### src/rtl/ext_pkg.sv
// Shared widths and extension opcodes for the immediate extender.
// EOp encoding: SIGN, ZERO, LUI and BOFS (branch offset) forms.
package ext_pkg;

    localparam int IMM_W  = 16;
    localparam int DATA_W = 32;

    typedef enum logic [1:0] {
        EOP_SIGN = 2'd0,
        EOP_ZERO = 2'd1,
        EOP_LUI  = 2'd2,
        EOP_BOFS = 2'd3
    } eop_t;

endpackage

### src/rtl/imm_ext_if.sv
// Immediate/opcode request bus and extended-immediate result.
// Master drives imm/EOp, slave returns ext.
interface imm_ext_if;
    import ext_pkg::*;

    logic [IMM_W-1:0]  imm;
    logic [1:0]        EOp;
    logic [DATA_W-1:0] ext;

    modport master (
        output imm,
        output EOp,
        input  ext
    );

    modport slave (
        input  imm,
        input  EOp,
        output ext
    );

endinterface

### src/rtl/ext_core.sv
// Combinational selection of the four immediate forms.
// Any unexpected opcode falls back to sign extension.
module ext_core
    import ext_pkg::*;
(
    input  logic [IMM_W-1:0]  imm_i,
    input  eop_t              eop_i,
    output logic [DATA_W-1:0] ext_o
);

    // Pick the extension form requested by the controller
    always_comb begin
        ext_o = {{(DATA_W-IMM_W){imm_i[IMM_W-1]}}, imm_i};
        case (eop_i)
            EOP_SIGN: ext_o = {{(DATA_W-IMM_W){imm_i[IMM_W-1]}}, imm_i};
            EOP_ZERO: ext_o = {{(DATA_W-IMM_W){1'b0}}, imm_i};
            EOP_LUI:  ext_o = {imm_i, {(DATA_W-IMM_W){1'b0}}};
            EOP_BOFS: ext_o = {{(DATA_W-IMM_W-2){imm_i[IMM_W-1]}},
                               imm_i, 2'b00};
            default:  ext_o = {{(DATA_W-IMM_W){imm_i[IMM_W-1]}}, imm_i};
        endcase
    end

endmodule

### src/rtl/imm_ext.sv
// 16-to-32-bit immediate extender at the decode/execute boundary.
// Define EXT_REG_OUT_EN to register ext (async reset to 0).
module imm_ext
    import ext_pkg::*;
(
    input  logic      clk,
    input  logic      rst_n,
    imm_ext_if.slave  bus
);

    logic [DATA_W-1:0] core_ext;

    ext_core u_core (
        .imm_i (bus.imm),
        .eop_i (eop_t'(bus.EOp)),
        .ext_o (core_ext)
    );

`ifdef EXT_REG_OUT_EN
    logic [DATA_W-1:0] ext_d;
    logic [DATA_W-1:0] ext_q;

    assign ext_d = core_ext;

    // Output register breaks the path into the ALU operand mux
    always_ff @(posedge clk or negedge rst_n) begin
        if (!rst_n) begin
            ext_q <= '0;
        end else begin
            ext_q <= ext_d;
        end
    end

    assign bus.ext = ext_q;
`else
    logic unused_clk_rst;

    assign unused_clk_rst = clk ^ rst_n;
    assign bus.ext        = core_ext;
`endif

endmodule

### src/flat_wrapper.sv
// flat-port wrapper written by rule: the top's interface ports become plain ports
module imm_ext_flat import ext_pkg::*;
  (clk, rst_n, bus_imm, bus_EOp, bus_ext);
  imm_ext_if bus_i ();
  input  logic clk;
  input  logic rst_n;
  input wire logic [$bits(bus_i.imm)-1:0] bus_imm;
  input wire logic [$bits(bus_i.EOp)-1:0] bus_EOp;
  output wire logic [$bits(bus_i.ext)-1:0] bus_ext;
  assign bus_i.imm = bus_imm;
  assign bus_i.EOp = bus_EOp;
  assign bus_ext = bus_i.ext;
  imm_ext u_core (.clk(clk), .rst_n(rst_n), .bus(bus_i));
endmodule
### config.mk
export PLATFORM = sky130hd
export DESIGN_NAME = imm_ext_flat
export DESIGN_NICKNAME = d
export VERILOG_FILES = /design/src/rtl/ext_pkg.sv /design/src/rtl/imm_ext_if.sv /design/src/rtl/ext_core.sv /design/src/rtl/imm_ext.sv /design/src/flat_wrapper.sv
export SDC_FILE = /design/constraint.sdc
export NUM_CORES = 1
export LEC_CHECK = 0
export BUFFER_PORTS_ARGS = -buffer_cell sky130_fd_sc_hd__buf_4
export CORE_MARGIN = 2
export CORE_UTILIZATION = 38
export DETAILED_ROUTE_END_ITERATION = 7
export GPL_TIMING_DRIVEN = 0
export PLACE_DENSITY_LB_ADDON = 0.08
export SYNTH_ARGS = -nofsm -noshare
export SYNTH_HDL_FRONTEND = slang
export SYNTH_SLANG_ARGS = --single-unit
export TNS_END_PERCENT = 50
### constraint.sdc
create_clock -name vclk -period 3.2
set_clock_uncertainty 0.1 [all_clocks]
set_input_delay 0.96 -clock vclk [all_inputs]
set_output_delay 0.96 -clock vclk [all_outputs]
set_load 0.01 [all_outputs]
==> impl_metrics.ini <==
[global_routing]
grt_first_pass_wirelength_um = 2290
grt_pass1_vias = 541
antenna_found_initial = 0
grt-ovfl-total = 0
track_usage_pct = 19.3
grt_max_degree = 11

[logic_synthesis]
synth_nets = 80
yosysWarningCount = 0
yosysTopAreaCell = mux2i_1
yosysSeqAreaShare_pct = 0
synthDistinctLibCells = 18
synth.top_cells.by_area = mux2i_1 (29%), a22o_1 (19%), o21ai_0 (7.8%)
synth.most_common_cell = mux2i_1
postSynthAreaPerCell_um2 = 8.53
synthTopCellsByCount = mux2i_1 (15), a22o_1 (11), o21ai_0 (8)
synth.top_cell.area_share_pct = 29.3
synth_area_um2 = 512
synthCells = 60

[worst_setup_path]
critPathKind = in -> out
cp_slowest_stage_delay_ps = 210
cp_top_family = buffers and inverters
worstPathRequired_ps = 2140
crit_buf_inv = 4
crit_fanout = 10
crit_chain = buf_4 > buf_6 > nand3_4 > buf_2 > o21ai_0 > buf_4
endpoint_kind = primary output
crit_top_cell = buf_4
cp.depth = 6
crit_arrival_ps = 1810
crit_path_top_delay_cell = buf_2
crit_path_start_kind = input port

[placed_design]
gp_congestion = 0.733
pre_cts_slack_ps = 317
placed_cells = 123
port_buffers = 48
hpwlAfterDp_um = 1270

[final_layout]
area_growth_pct = 74.1
layout-drive-gt1-share_pct = 60.2
n_antenna_cell = 0
regArea_um2 = 0
nets = 130
n_clock_buffer = 0
design.seq.count = 0
fin_cells = 123

[min_path]
whs_endpoint = bus_ext[15]
hold_path.class = in -> out
hold_depth = 3
hold_start = bus_imm[13]

[detailed_routing]
drtPass1Iterations = 4
avgRoutedWirePerCell_um = 13.1
vias = 659
detail-route-antenna-nets = 0
drt_iter0_drc = 11
route.detailed.drc = 0
vias_per_cell = 5.36
wl_um = 1610

[clock_network]
cts_setup_buffers = 0
postCtsHoldBufs = 0
cts_resized = 0

[sta]
slew_headroom_pct = 86.6
fmax_ghz = 0.349
setup_viol = 0
fin_crit_ps = 2870
rsz0062_at_grt = no
fin_ws_ps = 333
maxSlewViolCount = 0
fin_crit_sh_pct = 89.6
max_slew.worst_pin.slew_ps = 199
holdWs_ps = 2130
hold_viol = 0
setup_tns_ps = 0

[run_status]
outcome = finished clean

[die]
rows = 13
core_area_um2 = 1280
die_area_um2 = 1660
die_h_um = 40.7
die-width_um = 40.7
io_pins = 52
start_util_pct = 39.8

[pwr]
total_power_mw = 0.153
p_per_area_nw_per_um2 = 171
leakage_nw = 0.480
irDropWorstVdd_mv = 0.0823

[run]
drv_cap = 0
-- cells by family after synthesis --
group / Yosys count / share of synthesized area [%]
muxes: 15 / 29.3
and+or+nand+nor: 5 / 9.54
buffers and inverters: 10 / 19.6
AOI/OAI and AO/OA: 30 / 41.6
-- layer usage --
layer,wire length [µm],global-route usage (%)
met5,0,0
met4,0,0
met3,115,1.09
met2,772,36.9
met1,722,24.7
-- cell type report --
type	count	area, µm²
Multi-Input combinational cell	50	412
Fill cell	122	394
Timing Repair Buffer	48	360
Buffer	9	96.3
Tap cell	15	18.8
Inverter	1	3.75
-- where the power goes --
group          switching, mW  leakage [nW]  internal [mW]  total [mW]
clock                      0             0              0           0
sequential                 0             0              0           0
combinational         0.0671         0.480         0.0856       0.153
-- how the worst max path moves through the flow --
stage / from / endpoint / slack [ps]
2_1_floorplan: bus_EOp[0] / bus_ext[29] / 490
3_3_place_gp: bus_EOp[1] / bus_ext[20] / 300
3_5_place_dp: bus_EOp[1] / bus_ext[29] / 320
4_1_cts: bus_EOp[1] / bus_ext[29] / 320
5_1_grt: bus_EOp[1] / bus_ext[29] / 260
6_report: bus_EOp[1] / bus_ext[20] / 330
-- per-stage QoR --
stage               utilization, %  area (µm²)
detailed placement            69.3         891
CTS                           69.3         891
finish                        69.3         891
floorplan                        -         512
global placement              69.3         891
global route                  69.3         891
-- placed cells by master, fill, tap and decap left out --
cell,Yosys,layout
nand3_1,1,1
nand3_4,1,1
a22o_1,11,11
a21boi_0,1,1
o21ai_1,6,6
buf_12,1,1
inv_1,1,1
buf_6,3,3
buf_2,2,2
o21ai_2,1,1
mux2i_1,15,15
clkbuf_8,1,1
a22o_2,3,3
and2b_2,2,2
clkbuf_4,1,1
clkdlybuf4s15_2,1,1
buf_4,0,48
o21ai_0,8,8
and2_4,1,1
(Power assumes the default switching activity.)
